## src/rtl/arcade_input_cond.sv

```systemverilog
// Input conditioning for the 8080 game core: per-channel sync + debounce + rise
// pulse, and a coin stretcher that queues presses and spaces the coin pulses.
module arcade_input_cond #(
   parameter int N         = 8,
   parameter int COIN_IDX  = 2,
   parameter int DB_CYCLES = 1024,
   parameter int COIN_ON   = 65536,
   parameter int COIN_OFF  = 65536,
   parameter int PEND_MAX  = 7
) (
   input  logic         clk_i,
   input  logic         res_i,
   input  logic [N-1:0] raw_i,
   output logic [N-1:0] level_o,
   output logic [N-1:0] rise_o,
   output logic         coin_o,
   output logic [2:0]   pend_o,
   output logic         busy_o
);

   localparam int DB_W    = $clog2(DB_CYCLES + 1);
   localparam int TMR_MAX = (COIN_ON > COIN_OFF) ? COIN_ON : COIN_OFF;
   localparam int TMR_W   = (TMR_MAX > 1) ? $clog2(TMR_MAX) : 1;

   localparam logic [DB_W-1:0]  DB_LAST  = DB_W'(DB_CYCLES - 1);
   localparam logic [TMR_W-1:0] ON_LOAD  = TMR_W'(COIN_ON - 1);
   localparam logic [TMR_W-1:0] OFF_LOAD = TMR_W'(COIN_OFF - 1);
   localparam logic [2:0]       PEND_SAT = 3'(PEND_MAX);

   localparam logic [1:0] ST_IDLE   = 2'd0;
   localparam logic [1:0] ST_ACTIVE = 2'd1;
   localparam logic [1:0] ST_GAP    = 2'd2;

   logic [N-1:0]     s1_q, s1_d;
   logic [N-1:0]     s2_q, s2_d;
   logic [N-1:0]     level_q, level_d;
   logic [N-1:0]     prev_q, prev_d;
   logic [N-1:0]     rise_q, rise_d;
   logic [DB_W-1:0]  db_cnt_q [N];
   logic [DB_W-1:0]  db_cnt_d [N];
   logic [2:0]       pend_q, pend_d;
   logic [1:0]       state_q, state_d;
   logic [TMR_W-1:0] tmr_q, tmr_d;
   logic             coin_q, coin_d;
   logic             busy_q, busy_d;
   logic             issue;
   logic             coin_rise;

   // A level change is accepted only after DB_CYCLES consecutive disagreeing samples.
   always_comb begin
      s1_d   = raw_i;
      s2_d   = s1_q;
      prev_d = level_q;
      rise_d = level_q & ~prev_q;
      for (int i = 0; i < N; i++) begin
         level_d[i]  = level_q[i];
         db_cnt_d[i] = '0;
         if (s2_q[i] != level_q[i]) begin
            if (db_cnt_q[i] == DB_LAST) begin
               level_d[i] = ~level_q[i];
            end else begin
               db_cnt_d[i] = db_cnt_q[i] + DB_W'(1);
            end
         end
      end
   end

   always_comb begin
      state_d = state_q;
      tmr_d   = tmr_q;
      issue   = 1'b0;
      case (state_q)
         ST_IDLE: begin
            if (pend_q != 3'd0) begin
               state_d = ST_ACTIVE;
               tmr_d   = ON_LOAD;
               issue   = 1'b1;
            end
         end
         ST_ACTIVE: begin
            if (tmr_q == '0) begin
               state_d = ST_GAP;
               tmr_d   = OFF_LOAD;
            end else begin
               tmr_d = tmr_q - TMR_W'(1);
            end
         end
         ST_GAP: begin
            if (tmr_q == '0) begin
               if (pend_q != 3'd0) begin
                  state_d = ST_ACTIVE;
                  tmr_d   = ON_LOAD;
                  issue   = 1'b1;
               end else begin
                  state_d = ST_IDLE;
               end
            end else begin
               tmr_d = tmr_q - TMR_W'(1);
            end
         end
         default: begin
            state_d = ST_IDLE;
            tmr_d   = '0;
         end
      endcase

      // A rise coinciding with an issue cancels out, even at saturation.
      coin_rise = rise_q[COIN_IDX];
      pend_d    = pend_q;
      if (coin_rise && !issue) begin
         if (pend_q < PEND_SAT) begin
            pend_d = pend_q + 3'd1;
         end
      end else if (issue && !coin_rise) begin
         pend_d = pend_q - 3'd1;
      end

      coin_d = (state_d == ST_ACTIVE);
      busy_d = (state_d != ST_IDLE);
   end

   always_ff @(posedge clk_i) begin
      if (res_i) begin
         s1_q    <= '0;
         s2_q    <= '0;
         level_q <= '0;
         prev_q  <= '0;
         rise_q  <= '0;
         for (int i = 0; i < N; i++) begin
            db_cnt_q[i] <= '0;
         end
         pend_q  <= 3'd0;
         state_q <= ST_IDLE;
         tmr_q   <= '0;
         coin_q  <= 1'b0;
         busy_q  <= 1'b0;
      end else begin
         s1_q    <= s1_d;
         s2_q    <= s2_d;
         level_q <= level_d;
         prev_q  <= prev_d;
         rise_q  <= rise_d;
         for (int i = 0; i < N; i++) begin
            db_cnt_q[i] <= db_cnt_d[i];
         end
         pend_q  <= pend_d;
         state_q <= state_d;
         tmr_q   <= tmr_d;
         coin_q  <= coin_d;
         busy_q  <= busy_d;
      end
   end

   assign level_o = level_q;
   assign rise_o  = rise_q;
   assign coin_o  = coin_q;
   assign pend_o  = pend_q;
   assign busy_o  = busy_q;

endmodule

```

## config.mk

```make
export PLATFORM = sky130hd
export DESIGN_NAME = arcade_input_cond
export DESIGN_NICKNAME = d
export VERILOG_FILES = /design/src/rtl/arcade_input_cond.sv
export SDC_FILE = /design/constraint.sdc
export NUM_CORES = 1
export LEC_CHECK = 0
export ABC_AREA = 1
export BUFFER_PORTS_ARGS = -buffer_cell sky130_fd_sc_hd__buf_2
export CAP_MARGIN = 25
export CORE_UTILIZATION = 50
export CTS_CLUSTER_SIZE = 25
export DETAILED_ROUTE_END_ITERATION = 10
export MAX_ROUTING_LAYER = met4
export PLACE_DENSITY = 0.73
export SYNTH_ARGS = -nofsm -noshare
export SYNTH_HDL_FRONTEND = slang
export SYNTH_SLANG_ARGS = --single-unit
```

## constraint.sdc

```tcl
create_clock -name clk_i -period 4.54 [get_ports clk_i]
set_input_delay 0 -clock clk_i [delete_from_list [all_inputs] [get_ports clk_i]]
set_output_delay 0 -clock clk_i [all_outputs]
set_load 0.05 [all_outputs]
```

==> results of run 1 <==
-- cell usage in the layout (no fill, tap or decap), drive strengths merged --
cell | netlist | layout
nor2 | 160 | 160
dfxtp | 151 | 151
nand2 | 127 | 127
inv | 109 | 109
nand3 | 52 | 52
a21oi | 37 | 37
nor3 | 34 | 34
buf | 7 | 31
o21ai | 31 | 31
xor2 | 29 | 29
clkbuf | 2 | 22
nand4 | 17 | 17
ha | 10 | 10
xnor2 | 9 | 9
dlygate4sd3 | 0 | 8
or2 | 6 | 6
nor3b | 5 | 5
nand3b | 4 | 4
a211oi | 4 | 4
bufinv | 0 | 4
clkinv | 1 | 4
a31oi | 3 | 3
o21a | 2 | 2
and3 | 1 | 1
o211ai | 1 | 1
a22oi | 1 | 1
o31ai | 1 | 1
nor4 | 1 | 1
fa | 1 | 1
-- final cells by class --
| type | count | area [um^2] | area share |
|---|---|---|---|
| Sequential cell | 151 | 3020 | 0.406 |
| Multi-Input combinational cell | 536 | 2910 | 0.392 |
| Tap cell | 168 | 210 | 0.0283 |
| Clock buffer | 22 | 494 | 0.0665 |
| Timing Repair Buffer | 39 | 238 | 0.0320 |
| Inverter | 110 | 417 | 0.0560 |
| Clock inverter | 7 | 143 | 0.0192 |
-- how the worst max path moves through the flow --
stage / from / endpoint / slack, ps / cells after the start
after floorplan: pend_o[0] / pend_o[1] / 2490 / 7
after global placement: tmr_q[0] / pend_o[2] / 2550 / 13
after detailed placement: tmr_q[0] / pend_o[2] / 2500 / 13
after CTS: tmr_q[0] / pend_o[2] / 2490 / 13
after global routing: tmr_q[0] / pend_o[2] / 2330 / 13
final: tmr_q[0] / pend_o[2] / 2520 / 13
-- state kept, by name (all words and copies together) (netlist names) --
signal    flops
pend_o        3
prev_q        8
level_o       8
tmr_q        16
coin_o        1
busy_o        1
db_cnt_q     88
s1_q          8
s2_q          8
state_q       2
rise_o        8
-- layer usage --
layer / wire length (um) / share of wire
met1: 5330 / 0.48
met2: 5190 / 0.47
met3: 457 / 0.041
met4: 146 / 0.013
met5: 0 / 0
-- tightest hold or removal path: stages --
cell                     delay (ps)
sky130_fd_sc_hd__buf_2          100
sky130_fd_sc_hd__buf_4          280
sky130_fd_sc_hd__nor2_1         140
-- where the power goes --
part           total (mW)  switching, mW  internal, mW  leakage (nW)
Combinational       0.887          0.598         0.289          1.52
Sequential           1.52         0.0965          1.42          1.23
Clock                1.49          0.505         0.984         0.314
Total                3.89           1.20          2.70          3.06
-- through the flow --
stage	cell area, um^2	util	hold WS [ps]	std cells
6_report	7440	0.607	134	1033
5_1_grt	7440	0.607	147	1033
4_1_cts	7440	0.607	126	1033
3_5_place_dp	6720	0.548	205	996
3_3_place_gp	6720	0.548	200	996
2_1_floorplan	6400	-	107	806
-- Yosys cell counts, types with 2 or more instances --
master / count
sky130_fd_sc_hd__nand4_2: 3
sky130_fd_sc_hd__nand2_1: 110
sky130_fd_sc_hd__a211oi_1: 4
sky130_fd_sc_hd__o21ai_0: 28
sky130_fd_sc_hd__ha_1: 10
sky130_fd_sc_hd__nand3_2: 5
sky130_fd_sc_hd__clkbuf_1: 2
sky130_fd_sc_hd__nor2_1: 147
sky130_fd_sc_hd__nor3b_1: 5
sky130_fd_sc_hd__nor2_4: 6
sky130_fd_sc_hd__nor2_2: 7
sky130_fd_sc_hd__xnor2_1: 9
sky130_fd_sc_hd__nand2_4: 4
sky130_fd_sc_hd__buf_6: 2
sky130_fd_sc_hd__nand3b_1: 4
sky130_fd_sc_hd__a31oi_1: 3
sky130_fd_sc_hd__xor2_1: 29
sky130_fd_sc_hd__o21ai_1: 2
sky130_fd_sc_hd__inv_1: 108
sky130_fd_sc_hd__or2_2: 5
sky130_fd_sc_hd__nand2_8: 2
sky130_fd_sc_hd__nor3_4: 2
sky130_fd_sc_hd__nand3_4: 2
sky130_fd_sc_hd__a21oi_1: 36
sky130_fd_sc_hd__nand4_1: 13
sky130_fd_sc_hd__nand2_2: 11
sky130_fd_sc_hd__nor3_2: 2
sky130_fd_sc_hd__dfxtp_1: 151
sky130_fd_sc_hd__buf_1: 4
sky130_fd_sc_hd__nand3_1: 45
sky130_fd_sc_hd__nor3_1: 30
sky130_fd_sc_hd__o21a_1: 2
-- kinds of logic (layout without fill, tap and decap cells) --
family | after synthesis | after routing | synth area share
flip-flops | 151 | 151 | 0.472
AND/OR/NAND/NOR | 407 | 407 | 0.312
buffers and inverters | 119 | 178 | 0.0729
AO/OA/AOI/OAI | 80 | 80 | 0.0678
adder cells (fa/ha/maj) | 11 | 11 | 0.0227
XOR/XNOR | 38 | 38 | 0.0520
-- timing repair --
action / in CTS / in global routing
hold endpoints to repair: 8 / 0
endpoints found under the setup margin: 0 / 0
hold buffers: 8 / 0
==> run metrics, run 1 <==
share of synthesized area occupied by flip-flops and latches=0.472; GPL Wtd Cong=0.823; synthesized area per cell=7.94 um^2; R2R depth=13; initial antenna violation count=0; number of buffers created by CTS=17; HPWL after DPL=7520 um; critical register-to-register path endpoint=pend_o[2]; Unique masters post-synth=45; met2 GRT Util=0.320; Max transition margin=0.338; via count=between 4k and 5k; total of cells resized after clock tree synthesis=0; Congestion Overflow GR=0; clock sink count=151; cell family with the largest share of critical-path delay=simple AND/OR/NAND/NOR gates; fillers=1094; via count of the first global-routing pass=4656; post-route DRC violation count=0; Std-Cell Core Area=about 12000 um^2; Power Dens Cells=approximately 520 nW/um^2; Total Routing Usage GR=0.198; CTS tree=built; die area=roughly 13000 um^2; count of flip-flops with a built-in enable after synthesis=0; Post-Place Setup Slack=2500 ps; M1 GR Usage=0.232; library cell contributing the largest single delay on the critical path=sky130_fd_sc_hd__fa_1; Longest Clk Path Bufs=2; worst setup skew after layout=around 11 ps; worst min-delay path startpoint=res_i; Hold Vio Cnt, Final=0; Most Used Layer, Global Route=met2; post-layout net count=876; beginning of the worst register-to-register path=tmr_q[0]; startpoint-to-endpoint class of the critical path=reg2reg; timing-limited maximum frequency=495 MHz; number of maximum-capacitance violations=0; primary flip-flop cell chosen by synthesis mapping=sky130_fd_sc_hd__dfxtp_1; Antenna diodes=0; Final Max Slew Viols=0; global-route wire length before repair=20000 um; proportion of layout cells with a drive suffix above 1=0.132; post-CTS setup buffer count=0; synth warn=0; total wirelength of the detailed-routed design=11100 um; cell breakdown of the critical path=inv_1 > ha_1 > nand2_1 > nor2_4 > nand2_8 > nand2_8 > nand2_4 > nand2_4 > fa_1 > inv_1 > nand4_2 > a21oi_1 > nor2_1; synth top area cells=sky130_fd_sc_hd__dfxtp_1 47%, sky130_fd_sc_hd__nor2_1 8.6%, sky130_fd_sc_hd__nand2_1 6.4%; pin count of the biggest net entering global routing=46; number of instances on the worst hold path=3; CTS H-Tree Depth=4; accumulated negative setup slack=0 ps; IO Port Bufs=30; Period Utilization, post-route=0.445; M3 GR Usage=0.0622; clock latency on the worst-skew pair=420 ps; Die Y-Extent=115 um; cell taking the most area after synthesis=sky130_fd_sc_hd__dfxtp_1; I/O pin count=31; top cell type's share of synthesized area=0.472; area added between synthesis and finish=16.2%; net count of the mapped netlist=roughly 830; Hold Crit Class=in2reg; leakage power total=3.06 nW; cell area after technology mapping=approximately 6400 um^2; final count of negative-setup-slack endpoints=0; overall power of the completed layout=3.89 mW; Worst Max-Slew Pin Slew=about 990 ps; Hold EP=prev_q[3]; critical path endpoint category=flip-flop; CTS clock-pin slew for the worst setup and hold paths=60 ps; largest stage delay on the critical path=approximately 380 ps; starting density of the core=0.522; final routed wire length divided by cell count=between 10 and 15 um; horizontal extent of the die=approximately 120 um; buffering stage count on the worst path with inverters included=2; FF-to-FF setup slack=approximately 2500 ps; Critical Path AT=about 2300 ps; number of standard-cell rows in the floorplan=40; async set-or-reset flop fraction in the synthesized netlist=0; RSZ-0062 raised after global routing=false; master cell of the clock root buffer=sky130_fd_sc_hd__clkbuf_16; time the final worst path needs with I/O delays and setup=2020 ps; vias per cell=4.82; status=completed; required time of the worst setup path=4860 ps; post-route worst setup slack=2520 ps; number of DRC violations after detailed-routing iteration 0=~280; highest net fanout along the worst path=9; total of flip-flops plus latches after synthesis=151; largest voltage drop on the vdd net=477 uV; sort of element at the start of the critical path=flip-flop; post-synthesis cell count=806; remaining antenna violation count=0; Initial DRT Pass Iterations=5
Note: power is estimated with default switching activity, not from simulation.
==> inputs of run 2 (changes only) <==
==> constraint.sdc (replaced) <==
create_clock -name clk_i -period 2 [get_ports clk_i]
set_input_delay 0 -clock clk_i [delete_from_list [all_inputs] [get_ports clk_i]]
set_output_delay 0 -clock clk_i [all_outputs]
set_load 0.05 [all_outputs]
==> run 2 against run 1 <==
Effect of this change:
- sequential cell count is the same
- die area is the same
- wire length grew 3.8%
- first-iteration DRC count up 3.6%
- clock power up 120%
- largest cell class unchanged
==> run metrics, run 2 (synthesis results as in run 1) <==
proportion of layout cells with a drive suffix above 1=0.146 (+0.0147); highest net fanout along the worst path=3 (-6); status=completed; number of maximum-capacitance violations=0 (unchanged); leakage power total=3.06 nW (about the same); IO Port Bufs=30 (unchanged); initial antenna violation count=0 (unchanged); CTS tree=built; Power Dens Cells=1180 nW/um^2 (+130%); Cell Count Post-Placement=1002 (+0.60%); sort of element at the start of the critical path=flip-flop; die area=13300 um^2 (unchanged); timing-limited maximum frequency=550 MHz (+11%); clock sink count=151 (unchanged); global-route wire length before repair=20300 um (+1.1%); CTS H-Tree Depth=4 (unchanged); FF-to-FF setup slack=180 ps (-2340 ps); top register by number of flip-flops=db_cnt_q; required time of the worst setup path=2320 ps (-2540 ps); post-route DRC violation count=0 (unchanged); pin count of the biggest net entering global routing=28 (-39%); number of buffers created by CTS=17 (unchanged); Final Max Slew Viols=0 (unchanged); Hold Vio Cnt, Final=0 (unchanged); fillers=1094 (unchanged); library cell contributing the largest single delay on the critical path=sky130_fd_sc_hd__fa_2; Critical Path AT=2130 ps (-210 ps); number of DRC violations after detailed-routing iteration 0=288 (+3.6%); via count of the first global-routing pass=4644 (-0.26%); Antenna diodes=0 (unchanged); remaining antenna violation count=0 (unchanged); HPWL after DPL=7860 um (+4.6%); final routed wire length divided by cell count=11.1 um (+2.9%); post-layout net count=882 (+0.68%); detailed route wirelength on metal3=426 um (-6.8%); post-CTS setup buffer count=0 (unchanged); vias per cell=4.81 (about the same); time the final worst path needs with I/O delays and setup=1820 ps (-205 ps); via count=5017 (+0.78%); commonest cells after routing, fill and taps aside=148 x sky130_fd_sc_hd__dfxtp_1, 147 x sky130_fd_sc_hd__nor2_1, 109 x sky130_fd_sc_hd__nand2_1; Congestion Overflow GR=0 (unchanged); Period Utilization, post-route=0.908 (+0.463); Max transition margin=0.690 (+0.352); Worst Max-Slew Pin Slew=461 ps (-528 ps); clock latency on the worst-skew pair=420 ps (about the same); CTS clock-pin slew for the worst setup and hold paths=60 ps (about the same); overall power of the completed layout=8.79 mW (+130%); Initial DRT Pass Iterations=4 (-1); top layer used by detailed routing=met4; startpoint-to-endpoint class of the critical path=reg2reg; total wirelength of the detailed-routed design=11500 um (+3.8%); commonest non-fill, non-tap cell in the layout=sky130_fd_sc_hd__dfxtp_1; largest registers=db_cnt_q x88, tmr_q x16; Met2 Routed Length=5360 um (+3.3%); RSZ-0062 raised after global routing=false; final cell count without fillers=1042 (+0.87%); largest stage delay on the critical path=340 ps (-40 ps); worst setup skew after layout=5.62 ps (-5.28 ps); detailed-route wire length on metal 1=5520 um (+3.6%); Die Y-Extent=115 um (unchanged); max reg flops=88 (unchanged); starting density of the core=0.522 (unchanged); GPL Wtd Cong=0.831 (+0.96%); Longest Clk Path Bufs=2 (unchanged); Total Routing Usage GR=0.201 (+0.00336); largest voltage drop on the vdd net=778 uV (+63%); final count of negative-setup-slack endpoints=0 (unchanged); critical path endpoint category=flip-flop; master cell of the clock root buffer=sky130_fd_sc_hd__clkbuf_16; Hold Crit Class=in2reg; number of standard-cell rows in the floorplan=40 (unchanged); area added between synthesis and finish=16.5%; Std-Cell Core Area=12300 um^2 (unchanged); horizontal extent of the die=115 um (unchanged); accumulated negative setup slack=0 ps (unchanged); cell breakdown of the critical path=inv_1 > ha_2 > nand2_2 > nor2_4 > nand2_8 > nand2_8 > nand2_4 > nand2_4 > fa_2 > inv_1 > nand4_2 > a21oi_2 > nor2_1; I/O pin count=31 (unchanged)
==> run 2: timing repair <==
action / CTS / global route
hold endpoints to repair: 8 / 0
hold buffers: 8 / 0
resized for setup: 0 / 4
endpoints found under the setup margin: 0 / 1
==> run 2: final timing paths <==
kind              from   endpoint  cells past startpoint
max           tmr_q[0]  pend_o[2]                     13
min              res_i  tmr_q[15]                      3
max reg2reg   tmr_q[0]  pend_o[2]                     13
min reg2reg  prev_q[5]  rise_o[5]                      1
==> run 2: worst max-delay path, delay by kind of cell (launching register included) <==
| kind | cells | cell delay, ps |
|---|---|---|
| buffers and inverters | 2 | 130 |
| AOI/OAI and AO/OA | 1 | 160 |
| and+or+nand+nor | 8 | 570 |
| DFF | 1 | 330 |
| adders and majority gates | 2 | 530 |
==> run 2: final cells by class <==
class	instances	area, um^2	share of cell area
Sequential cell	151	3030	0.406
Multi-Input combinational cell	536	2920	0.392
Clock buffer	20	447	0.0599
Inverter	110	417	0.0559
Timing Repair Buffer	45	283	0.0379
Tap cell	168	210	0.0282
Clock inverter	12	150	0.0201
==> run 2: per-stage QoR <==
stage                     setup WS [ps]   util  instance area, um^2  hold slack, ps
after floorplan                    92.7      -                 6410             107
after global placement              131  0.552                 6770             199
after detailed placement           74.0  0.552                 6770             205
after CTS                          60.4  0.607                 7450            21.9
after global routing               14.6  0.608                 7460            51.4
final                               183  0.608                 7460            38.0
==> run 2: per-layer routing <==
metal | GRT usage | vias up
li1 | - | 2683
met1 | 0.237 | 2238
met2 | 0.320 | 73
met3 | 0.0585 | 23
met4 | 0.0874 | 0
met5 | - | -
==> run 2: report_power, final <==
group	switching [mW]	internal, mW	total (mW)
Sequential	0.226	3.23	3.46
Clock	1.23	1.99	3.22
Combinational	1.38	0.736	2.12
==> inputs of run 3 (changes only) <==
--- a/config.mk
+++ b/config.mk
@@ -8,11 +8,13 @@
 export ABC_AREA = 1
 export BUFFER_PORTS_ARGS = -buffer_cell sky130_fd_sc_hd__buf_2
 export CAP_MARGIN = 25
-export CORE_UTILIZATION = 50
+export CELL_PAD_IN_SITES_DETAIL_PLACEMENT = 2
+export CELL_PAD_IN_SITES_GLOBAL_PLACEMENT = 2
+export CORE_UTILIZATION = 37
 export CTS_CLUSTER_SIZE = 25
 export DETAILED_ROUTE_END_ITERATION = 10
 export MAX_ROUTING_LAYER = met4
-export PLACE_DENSITY = 0.73
+export PLACE_DENSITY = 0.86
 export SYNTH_ARGS = -nofsm -noshare
 export SYNTH_HDL_FRONTEND = slang
 export SYNTH_SLANG_ARGS = --single-unit
==> run 3 against run 2 <==
Effect of this change:
- global-route usage grew 3.9 points
- sequential power grew 1%
- wire length grew 70%
- combinational power grew 16%
- clock skew grew 2.1 ps
- die area grew 34%
- via count grew 11%
- fmax shrank 5.8%
- clock power shrank 8.1%
- clock-buffer cell count grew 3
- critical path type unchanged
- critical endpoint unchanged
- largest cell class unchanged
- largest power group unchanged
==> run metrics, run 3 (synthesis results as in run 1) <==
number of standard-cell rows in the floorplan=47 (+18%); HPWL after DPL=12400 um (+57%); overall power of the completed layout=8.92 mW (+1.5%); Die Y-Extent=134 um (+16%); commonest cells after routing, fill and taps aside=145 x sky130_fd_sc_hd__dfxtp_1, 144 x sky130_fd_sc_hd__nor2_1, 108 x sky130_fd_sc_hd__nand2_1; Hold Crit Class=in2reg; clock sink count=151 (unchanged); Final Max Slew Viols=0 (unchanged); CTS clock-pin slew for the worst setup and hold paths=60 ps (about the same); Congestion Overflow GR=0 (unchanged); number of DRC violations after detailed-routing iteration 0=200 (-31%); fillers=1929 (+76%); largest voltage drop on the vdd net=673 uV (-14%); Antenna diodes=0 (unchanged); horizontal extent of the die=134 um (+16%); leakage power total=3.03 nW (-0.97%); Period Utilization, post-route=0.964 (+0.0556); largest registers=db_cnt_q x88, tmr_q x16; Worst Max-Slew Pin Slew=568 ps (+107 ps); Power Dens Cells=1190 nW/um^2 (+1.3%); RSZ-0062 raised after global routing=true; top register by number of flip-flops=db_cnt_q; startpoint-to-endpoint class of the critical path=reg2reg; final cell area excluding filler cells=7470 um^2 (+0.17%); max reg flops=88 (unchanged); final routed wire length divided by cell count=18.0 um (+63%); CTS tree=built; Critical Path AT=2290 ps (+160 ps); clock latency on the worst-skew pair=430 ps (about the same); number of maximum-capacitance violations=0 (unchanged); status=completed; CTS H-Tree Depth=4 (unchanged); post-CTS setup buffer count=0 (unchanged); post-route worst setup slack=71.9 ps (-111 ps); via count=5545 (+11%); highest net fanout along the worst path=3 (unchanged); Post-Place Setup Slack=15.9 ps (-58.1 ps); I/O pin count=31 (unchanged); remaining antenna violation count=0 (unchanged); timing-limited maximum frequency=519 MHz (-5.8%); Total Routing Usage GR=0.240 (+0.0389); accumulated negative setup slack=0 ps (unchanged); proportion of layout cells with a drive suffix above 1=0.149 (+0.00297); worst setup skew after layout=7.70 ps (+2.07 ps); global-route wire length before repair=32600 um (+61%); Longest Clk Path Bufs=2 (unchanged); critical path endpoint category=flip-flop; post-layout net count=882 (unchanged); number of buffers created by CTS=17 (unchanged); commonest non-fill, non-tap cell in the layout=sky130_fd_sc_hd__dfxtp_1; pin count of the biggest net entering global routing=32 (+14%); time the final worst path needs with I/O delays and setup=1930 ps (+111 ps); final count of negative-setup-slack endpoints=0 (unchanged); final-layout worst hold slack=100 ps (+62.4 ps); Hold Vio Cnt, Final=0 (unchanged); total wirelength of the detailed-routed design=19600 um (+70%); master cell of the clock root buffer=sky130_fd_sc_hd__clkbuf_16; vias per cell=5.09 (+5.7%); post-detailed-placement cell area=6830 um^2 (+0.96%); required time of the worst setup path=2360 ps (+40 ps); initial antenna violation count=0 (unchanged); sort of element at the start of the critical path=flip-flop; post-route DRC violation count=0 (unchanged); Max transition margin=0.618 (-0.0726); Initial DRT Pass Iterations=4 (unchanged); die area=17800 um^2 (+34%); GPL Wtd Cong=0.822 (-1.2%); Std-Cell Core Area=16800 um^2 (+37%); IO Port Bufs=30 (unchanged); area added between synthesis and finish=16.7%; starting density of the core=0.382 (-0.140); via count of the first global-routing pass=6335 (+36%)
## run 3: cell count changes in the layout (fill, tap and decap cells not counted), moves of 2 or more
cell	previous run	this run
sky130_fd_sc_hd__dfxtp_1	148	145
sky130_fd_sc_hd__clkinvlp_4	3	1
sky130_fd_sc_hd__nor2_2	7	10
sky130_fd_sc_hd__clkbuf_1	2	5
sky130_fd_sc_hd__nor2_1	147	144
sky130_fd_sc_hd__inv_1	108	106
sky130_fd_sc_hd__bufinv_16	3	1
sky130_fd_sc_hd__dfxtp_2	3	6
sky130_fd_sc_hd__inv_6	2	0
## run 3: path summary, 6_finish.rpt
path | startpoint | slack, ps | cells past startpoint | endpoint
setup / recovery | tmr_q[0] | 70 | 14 | pend_o[2]
hold / removal | res_i | 100 | 3 | prev_q[4]
setup reg to reg | tmr_q[0] | 70 | 14 | pend_o[2]
hold reg to reg | prev_q[6] | 400 | 1 | rise_o[6]
## run 3: final cells by class
class	count	area [um^2]	area share
clock buffer	23	458	0.0613
clock inverter	5	52.6	0.00704
inverter	110	419	0.0561
multi-input combinational	536	2950	0.395
sequential	151	3030	0.406
tap	220	275	0.0369
timing repair buffer	45	283	0.0379
## run 3: worst max-delay path, stage by stage, from the launching register on
cell and delay [ps]:
sky130_fd_sc_hd__dfxtp_1 340, sky130_fd_sc_hd__inv_2 70, sky130_fd_sc_hd__ha_4 160, sky130_fd_sc_hd__nand2_2 90, sky130_fd_sc_hd__nor2_4 60, sky130_fd_sc_hd__nand2_8 80
sky130_fd_sc_hd__nand2_8 60, sky130_fd_sc_hd__nand2_4 80, sky130_fd_sc_hd__nand2_4 60, sky130_fd_sc_hd__fa_2 360, sky130_fd_sc_hd__inv_1 70, sky130_fd_sc_hd__nand4_2 120
sky130_fd_sc_hd__nand3_2 100, sky130_fd_sc_hd__nand2_1 70, sky130_fd_sc_hd__nor2_1 120
## run 3: through the flow
step	instances	util
floorplan	806	-
global placement	1054	0.408
detailed placement	1054	0.408
CTS	1090	0.444
global route	1090	0.446
finish	1090	0.446
## run 3: layer usage
layer,global-route usage,up-vias,wire length [um]
met2,0.433,79,10500
li1,-,2673,-
met3,0.0487,31,500
met4,0.0947,0,453
met1,0.256,2762,8190
met5,-,-,0
## run 3: power by group
group	internal (mW)	leakage, nW	switching, mW
Sequential	3.24	1.23	0.270
Clock	1.71	0.249	1.25
Combinational	0.779	1.55	1.68
Total	5.73	3.03	3.20
## run 3: repair_timing
action,in CTS,in global routing
pin swaps,1,4
endpoints found under the hold margin,8,0
hold buffers,8,0
gates resized for setup,4,12
endpoints found under the setup margin,2,12
